$ cat src/rtl/fc_pkg.sv
// Shared types and geometry helpers for the fully-connected MAC engine.
package fc_pkg;

    typedef enum logic [1:0] {
        IDLE  = 2'd0,
        ACCUM = 2'd1,
        EMIT  = 2'd2,
        DONE  = 2'd3
    } fc_state_t;

    typedef struct packed {
        int beats;
        int last_lanes;
    } fc_geom_t;

    // Beats per neuron and how many lanes carry real data on the final beat.
    function automatic fc_geom_t fc_geometry(input int lanes, input int in_len);
        fc_geom_t g;
        g.beats      = (in_len + lanes - 32'sd1) / lanes;
        g.last_lanes = in_len - (g.beats - 32'sd1) * lanes;
        return g;
    endfunction

endpackage

$ cat src/rtl/fc_lane_dot.sv
// Masked signed multiply across LANES lanes, summed into an ACC_WIDTH result.
module fc_lane_dot #(
    parameter int DATA_WIDTH = 8,
    parameter int ACC_WIDTH  = 32,
    parameter int LANES      = 10
) (
    input  logic [LANES*DATA_WIDTH-1:0] act,
    input  logic [LANES*DATA_WIDTH-1:0] wgt,
    input  logic [LANES-1:0]            lane_mask,
    output logic [ACC_WIDTH-1:0]        sum
);

    logic signed [2*DATA_WIDTH-1:0] prod;
    logic signed [ACC_WIDTH-1:0]    ext;

    // Sign-extend each enabled product and wrap-add it into the lane sum.
    always_comb begin
        sum  = '0;
        prod = '0;
        ext  = '0;
        for (int i = 0; i < LANES; i++) begin
            prod = $signed(act[i*DATA_WIDTH +: DATA_WIDTH]) * $signed(wgt[i*DATA_WIDTH +: DATA_WIDTH]);
            ext  = lane_mask[i] ? ACC_WIDTH'(prod) : '0;
            sum  = sum + ext;
        end
    end

endmodule

$ cat src/rtl/fc_mac_engine.sv
// Fully-connected layer engine: streams LANES pairs per beat, emits one biased dot product per neuron.
// Optional output ReLU clamp is enabled by defining FC_RELU_EN.
module fc_mac_engine
    import fc_pkg::*;
#(
    parameter int DATA_WIDTH  = 8,
    parameter int ACC_WIDTH   = 32,
    parameter int LANES       = 10,
    parameter int IN_LEN      = 1024,
    parameter int OUT_NEURONS = 1000
) (
    input  logic                            clock,
    input  logic                            reset,
    input  logic                            start,
    input  logic                            clear,
    input  logic                            in_valid,
    output logic                            in_ready,
    input  logic [LANES*DATA_WIDTH-1:0]     in_act,
    input  logic [LANES*DATA_WIDTH-1:0]     in_wgt,
    input  logic [ACC_WIDTH-1:0]            in_bias,
    output logic                            out_valid,
    input  logic                            out_ready,
    output logic [ACC_WIDTH-1:0]            out_data,
    output logic [$clog2(OUT_NEURONS)-1:0]  out_index,
    output logic                            busy,
    output logic                            done
);

    localparam fc_geom_t GEOM       = fc_geometry(LANES, IN_LEN);
    localparam int       BEATS      = GEOM.beats;
    localparam int       LAST_LANES = GEOM.last_lanes;
    localparam int       BEAT_W     = (BEATS > 1) ? $clog2(BEATS) : 1;
    localparam int       IDX_W      = $clog2(OUT_NEURONS);

    localparam logic [BEAT_W-1:0] LAST_BEAT   = BEAT_W'(BEATS - 1);
    localparam logic [IDX_W-1:0]  LAST_NEURON = IDX_W'(OUT_NEURONS - 1);
    localparam logic [LANES-1:0]  TAIL_MASK   = {LANES{1'b1}} >> (LANES - LAST_LANES);

    fc_state_t              state;
    logic [BEAT_W-1:0]      beat;
    logic [ACC_WIDTH-1:0]   acc;
    logic [ACC_WIDTH-1:0]   lane_sum;
    logic [LANES-1:0]       lane_mask;

    // Padding lanes past IN_LEN only exist on the final beat of a neuron.
    assign lane_mask = (beat == LAST_BEAT) ? TAIL_MASK : {LANES{1'b1}};

    fc_lane_dot #(
        .DATA_WIDTH (DATA_WIDTH),
        .ACC_WIDTH  (ACC_WIDTH),
        .LANES      (LANES)
    ) u_lane_dot (
        .act       (in_act),
        .wgt       (in_wgt),
        .lane_mask (lane_mask),
        .sum       (lane_sum)
    );

    // Control FSM with counters, accumulator and registered handshake/status outputs.
    always_ff @(posedge clock or posedge reset) begin
        if (reset) begin
            state     <= IDLE;
            beat      <= '0;
            out_index <= '0;
            acc       <= '0;
            in_ready  <= 1'b0;
            out_valid <= 1'b0;
            busy      <= 1'b0;
            done      <= 1'b0;
        end else if (clear) begin
            state     <= IDLE;
            beat      <= '0;
            out_index <= '0;
            in_ready  <= 1'b0;
            out_valid <= 1'b0;
            busy      <= 1'b0;
            done      <= 1'b0;
        end else begin
            case (state)
                IDLE: begin
                    done <= 1'b0;
                    if (start) begin
                        state     <= ACCUM;
                        beat      <= '0;
                        out_index <= '0;
                        in_ready  <= 1'b1;
                        busy      <= 1'b1;
                    end else begin
                        state <= IDLE;
                    end
                end
                ACCUM: begin
                    if (in_valid && in_ready) begin
                        // Bias is folded in with the first beat so it is added exactly once.
                        acc <= ((beat == '0) ? in_bias : acc) + lane_sum;
                        if (beat == LAST_BEAT) begin
                            state     <= EMIT;
                            beat      <= '0;
                            in_ready  <= 1'b0;
                            out_valid <= 1'b1;
                        end else begin
                            beat <= beat + BEAT_W'(1);
                        end
                    end else begin
                        state <= ACCUM;
                    end
                end
                EMIT: begin
                    if (out_ready) begin
                        out_valid <= 1'b0;
                        if (out_index == LAST_NEURON) begin
                            state <= DONE;
                            done  <= 1'b1;
                        end else begin
                            state     <= ACCUM;
                            out_index <= out_index + IDX_W'(1);
                            beat      <= '0;
                            in_ready  <= 1'b1;
                        end
                    end else begin
                        state <= EMIT;
                    end
                end
                DONE: begin
                    state <= IDLE;
                    done  <= 1'b0;
                    busy  <= 1'b0;
                end
                default: begin
                    state     <= IDLE;
                    beat      <= '0;
                    out_index <= '0;
                    in_ready  <= 1'b0;
                    out_valid <= 1'b0;
                    busy      <= 1'b0;
                    done      <= 1'b0;
                end
            endcase
        end
    end

`ifdef FC_RELU_EN
    assign out_data = acc[ACC_WIDTH-1] ? '0 : acc;
`else
    assign out_data = acc;
`endif

endmodule

$ cat config.mk
export PLATFORM = sky130hd
export DESIGN_NAME = fc_mac_engine
export DESIGN_NICKNAME = d
export VERILOG_FILES = /design/src/rtl/fc_pkg.sv /design/src/rtl/fc_lane_dot.sv /design/src/rtl/fc_mac_engine.sv
export SDC_FILE = /design/constraint.sdc
export NUM_CORES = 2
export LEC_CHECK = 0
export ABC_AREA = 1
export CAP_MARGIN = 10
export CORE_MARGIN = 4
export CORE_UTILIZATION = 38
export CTS_CLUSTER_DIAMETER = 150
export CTS_CLUSTER_SIZE = 16
export DETAILED_ROUTE_END_ITERATION = 16
export REMOVE_ABC_BUFFERS = 1
export SYNTH_ARGS = -nofsm -noshare
export SYNTH_HDL_FRONTEND = slang
export SYNTH_SLANG_ARGS = --single-unit
$ cat constraint.sdc
create_clock -name clock -period 6.6 [get_ports clock]
set_input_delay 0.99 -clock clock [delete_from_list [all_inputs] [get_ports clock]]
set_output_delay 0.99 -clock clock [all_outputs]
set_load 0.02 [all_outputs]
# Yosys cells after proc, flatten, opt, wreduce, memory -nomap -nowiden
# Index checks and enable logic that the tools add are counted.
# classes
add_sub_neg,12
mul,10
n_div,0
order_cmp,0
n_eq_ne,12
shifts,0
mux,49
bitwise,1
reduce_logical,16
# ops
operator,n
$mux W32,11
$add A32 B32 Y32,10
$mul A8 B8 Y16,10
$mux W10,5
$mux W7,6
$pmux W7 S3,1
$pmux W10 S2,1
$ne A3 B3 Y1 const B,6
$mux W1,15
$reduce_bool A3 Y1,4
$add A10 B1 Y10 const B,1
$eq A10 B10 Y1 const B,1
$mux W2,5
$pmux W2 S4,1
$reduce_and A4 Y1,2
$add A7 B1 Y7 const B,1
$eq A7 B7 Y1 const B,1
$logic_not A7 Y1,1
$pmux W1 S2,3
$reduce_and A3 Y1,2
$reduce_and A6 Y1,1
$reduce_and A5 Y1,1
$eq A2 B2 Y1 const B,2
$ne A4 B4 Y1 const B,1
8 further kinds,8
# totals
regBits,55
latchBits,0
mem_bits_rw,0
rom_bits,0
in_bits,198
out_inout_bits,46
wordCells,108
n_memories,0

# Longest topological paths before layout
# logic_depth
word_depth,13
ltp_mapped,47
ltp_nobuf,45

# Cells and area by module
# From an unflattened synthesis, not the netlist that was laid out.
# unflattened
cells_unflattened,5332
area_unflattened_um2,37379.6
# modules_own_cells
module,instances,cells_per_inst,area_per_inst_um2,seq_area_each_um2
fc_lane_dot,1,4467,31866.8,0.0
fc_mac_engine,1,865,5512.8,1376.3

# Least setup slack after synthesis
# OpenSTA, ideal clock, no wires.
# synth_timing
kind,input to register
startpoint,input in_wgt[10]
endpoint,register acc[24] (netlist: out_data[24])
setup_ps,132
arrival_time_ps,9224
t_required_ps,6468
setup_slack_ps,-2756
path_stages,36
path_buffers,1
cell_sequence,clkbuf_1 > nand2_1 > inv_1 > fa_1 > inv_1 > fa_1 > fa_1 > fa_1 > inv_1 > ha_1 > a21oi_1 > o21ai_0 > a21oi_1 > nor2_1 > o21ai_0 > nand2_1 > nand2_1 > nand2_1 > a21oi_1 > xor2_1 > fa_1 > fa_1 > fa_1 > fa_1 > fa_1 > inv_1 > ha_1 > a21oi_1 > o21ai_0 > a21oi_1 > nand3_2 > nand3_1 > nand2_1 > or2_2 > nand3_1 > o21ai_0
# synth_via
elab_chain_len,12
# synth_rtl
item,line,rtl
start: declaration,fc_mac_engine.sv:19,"input logic [LANES*DATA_WIDTH-1:0] in_wgt,"
$mul A8 B8 Y16,fc_lane_dot.sv:22,prod = $signed(act[i*DATA_WIDTH +: DATA_WIDTH]) * $signed(wgt[i*DATA_WIDTH +: DATA_WIDTH]);
$mux W32,fc_lane_dot.sv:23,ext = lane_mask[i] ? ACC_WIDTH'(prod) : '0;
$add A32 B32 Y32 (9 in series),fc_lane_dot.sv:24,sum = sum + ext;
$add A32 B32 Y32,fc_mac_engine.sv:95,acc <= ((beat == '0) ? in_bias : acc) + lane_sum;
end signal: assignment,fc_mac_engine.sv:95,
end: declaration,fc_mac_engine.sv:41,logic [ACC_WIDTH-1:0] acc;
# Every way passes these cells.
# A chain may end at the register's enable or synchronous reset.

# Final worst setup path
# layout_timing
startpoint,input in_act[53]
endpoint,register acc[30] (netlist: out_data[30])
# layout_via
elab_chain_len,7
# layout_rtl
item,line,rtl
start: declaration,fc_mac_engine.sv:18,"input logic [LANES*DATA_WIDTH-1:0] in_act,"
$mul A8 B8 Y16,fc_lane_dot.sv:22,
$mux W32,fc_lane_dot.sv:23,
$add A32 B32 Y32 (4 in series),fc_lane_dot.sv:24,
$add A32 B32 Y32,fc_mac_engine.sv:95,
# Every way passes these cells.

==> impl_metrics.csv <==
group,metric,value,unit
critical_path,cp_common_cell,"fa_1",
critical_path,cpMaxStageDelayCell,"fa_2",
floorplan,initial_core_util,0.384,
critical_path,cp_top_family,"adder cells",
cts,htreeDepth,2,
timing,worstMarginPinSlew,1.10,ns
cts,cts_sinks,55,
timing,hold_viol_final,0,
global_routing,grt_max_degree,56,
global_routing,grt_pass1_wl,164000,um
outcome,outcome,"finished, violations left",
detailed_routing,drt_iter0_drc,1354,
global_routing,overflow,0,
critical_path,arrival,9.37,ns
timing,fin_setup_tns,-54.57,ns
critical_path,critPathBufInv,9,
critical_path,crit_type,"in2reg",
place,dp_hpwl,86700,um
timing,fin_ws,-2.52,ns
synthesis,yosysSeqAreaShare,0.0383,
synthesis,netlist_instances,4668,
cts,cts_root_buf,"clkbuf_16",
timing,grt_setup_unrepaired,"true",
timing,skew,0.0102,ns
critical_path,cp.required,6.85,ns
cells_and_area,drive_above_1_share,0.281,
floorplan,die-height,316,um
floorplan,io_pins,244,
synthesis,ys_top_cells_by_area,"fa_1, inv_1, ha_1",
detailed_routing,wl_per_cell,14.4,um
critical_path,worst_setup_path_start_kind,"input pin",
synthesis,synth_seq_cells,55,
detailed_routing,vias,30861,
floorplan,core_area,93600,um2
place,place.gp.congestion,0.890,
cts,cts_tree,"built",
cts,ctsHoldBuffers,0,
cts,cts_buffer_depth,2,
detailed_routing,wirelength,98500,um
cells_and_area,final_cell_mix,"inv_1, nand2_1, buf_4, fa_1, ha_1",
worst_hold_path,hp-class,"reg2reg",
detailed_routing,drc,0,
timing,setup_viol,28,
timing,fin_crit_sh,1.38,
timing,slew_violations,0,
cts,clock_latency,0.31,ns
cts,path_clk_slew,0.09,ns
critical_path,critPathMaxStageDelay,0.57,ns
cts,cts_made_buffers,5,
synthesis,synthFlopType,"dfrtp_1",
synthesis,ys_types,60,
outcome,failed_checks,"setup timing",
floorplan,die_area,99600,um2
cells_and_area,layout.nets,6865,
cells_and_area,area_growth_syn_to_layout,33.9,%
global_routing,antenna_found_initial,12,
timing,fmax,110,MHz
detailed_routing,vias_per_cell,4.52,
synthesis,syn_area_per_cell,7.70,um2
synthesis,synth-edff-count,0,
floorplan,row_count,112,
detailed_routing,drtPass1Iterations,5,
place,io_buffers,243,
synthesis,yosys_warnings,0,
timing,min_period,9.12,ns
cells_and_area,nFillCells,8901,
synthesis,synth_area_leader_cell,"fa_1",
synthesis,async_reset_ff_frac,1.00,
floorplan,die_w,316,um
synthesis,syn_area,35900,um2
global_routing,first_global_vias,33390,
timing,slew-limit-headroom,0.269,
critical_path,critPathMaxFanout,5,
critical_path,endpoint_kind,"flip-flop",
detailed_routing,antenna_left,0,
flow_run,maxCapViolations,0,
global_routing,grtUsageTotal,0.202,
cells_and_area,final_common_cell,"inv_1",
synthesis,synth_top_area_frac,0.418,
## worst register-to-register path: cells and delay by family, from the launching register on
family / cells / cell delay (ns)
adders and majority gates: 8 / 3.34
buffers and inverters: 8 / 0.97
and+or+nand+nor: 8 / 0.94
DFF: 1 / 0.40
AOI/OAI and AO/OA: 3 / 0.28
xor gates and xnor gates: 1 / 0.14
## cells in the mapped netlist, drive strengths merged, types with 3 or more instances
cell type / number
a21boi: 3
a21o: 7
a21oi: 177
a31oi: 8
and2: 3
buf: 14
clkbuf: 160
dfrtp: 55
fa: 750
ha: 348
inv: 1487
mux2: 8
mux2i: 12
nand2: 927
nand3: 87
nand3b: 3
nand4: 9
nor2: 188
nor3: 26
nor4: 3
o2111ai: 9
o211ai: 7
o21a: 5
o21ai: 138
o21bai: 13
o221ai: 4
o31ai: 5
or2: 68
xnor2: 76
xor2: 56
## path summary, 6_finish.rpt
| check | start | to | slack, ns | cells past startpoint |
|---|---|---|---|---|
| worst max-delay path | in_act[53] | out_data[30] | -2.52 | 40 |
| worst min-delay path | done | done | 0.51 | 2 |
| worst max register to register | beat[0] | out_data[12] | 0.38 | 28 |
| worst min register to register | done | done | 0.51 | 2 |
| max in group asynchronous | reset | out_data[14] | 4.89 | 3 |
| min in group asynchronous | reset | out_index[1] | 1.19 | 3 |
## sequential cells by signal (all words and copies together), names as in the netlist
signal     count
out_data      32
out_index     10
beat           7
state          2
busy           1
done           1
in_ready       1
out_valid      1
## logic make-up (layout without fill, tap and decap cells)
group / count (synthesis) / count (layout) / share of synthesized area
compound gates: 385 / 385 / 0.0593
xor+xnor: 132 / 132 / 0.0322
buf+inv: 1662 / 2564 / 0.174
simple gates: 1316 / 1316 / 0.151
fa+ha+maj: 1098 / 1098 / 0.539
flops: 55 / 55 / 0.0383
other cells: 0 / 5 / 0
mux: 20 / 20 / 0.00585
## per-stage QoR
stage | hold slack (ns) | cells | utilization | setup slack [ns] | cell area (um2)
3_3_place_gp | 0.481 | 6749 | 0.481 | -3.44 | 45000
4_1_cts | 0.513 | 6791 | 0.502 | -2.59 | 47000
6_report | 0.507 | 6829 | 0.514 | -2.52 | 48100
3_5_place_dp | 0.493 | 6749 | 0.481 | -3.55 | 45000
2_1_floorplan | 0.551 | 4494 | - | -2.65 | 35300
5_1_grt | 0.521 | 6829 | 0.514 | -2.86 | 48100
## layer usage
metal	up-vias	track usage	routed length, um	part of all wire
met1	15110	0.256	41200	0.42
met2	458	0.375	51400	0.52
li1	15170	-	-	-
met3	119	0.0192	3440	0.035
met4	4	0.0387	2410	0.024
met5	-	0	21	0.00021
## repair_timing
item	in CTS	in global routing
pin swaps	165	250
setup buffers	36	42
setup endpoints to repair	28	28
cloned	1	0
resized for setup	626	547
## area by class of cell
class | instances | area [um2] | share of cell area
multi-input cells | 2951 | 30900 | 0.641
clock buffers | 5 | 125 | 0.00260
well taps | 1254 | 1570 | 0.0326
flip-flops and latches | 55 | 1380 | 0.0286
repair buffers | 1068 | 8560 | 0.178
diodes | 5 | 12.5 | 0.000260
clock inverters | 3 | 27.5 | 0.000572
inverters | 1488 | 5600 | 0.116
Power is not shown: default switching activity piles up to over one toggle a cycle in this logic, so the estimate is an artifact.
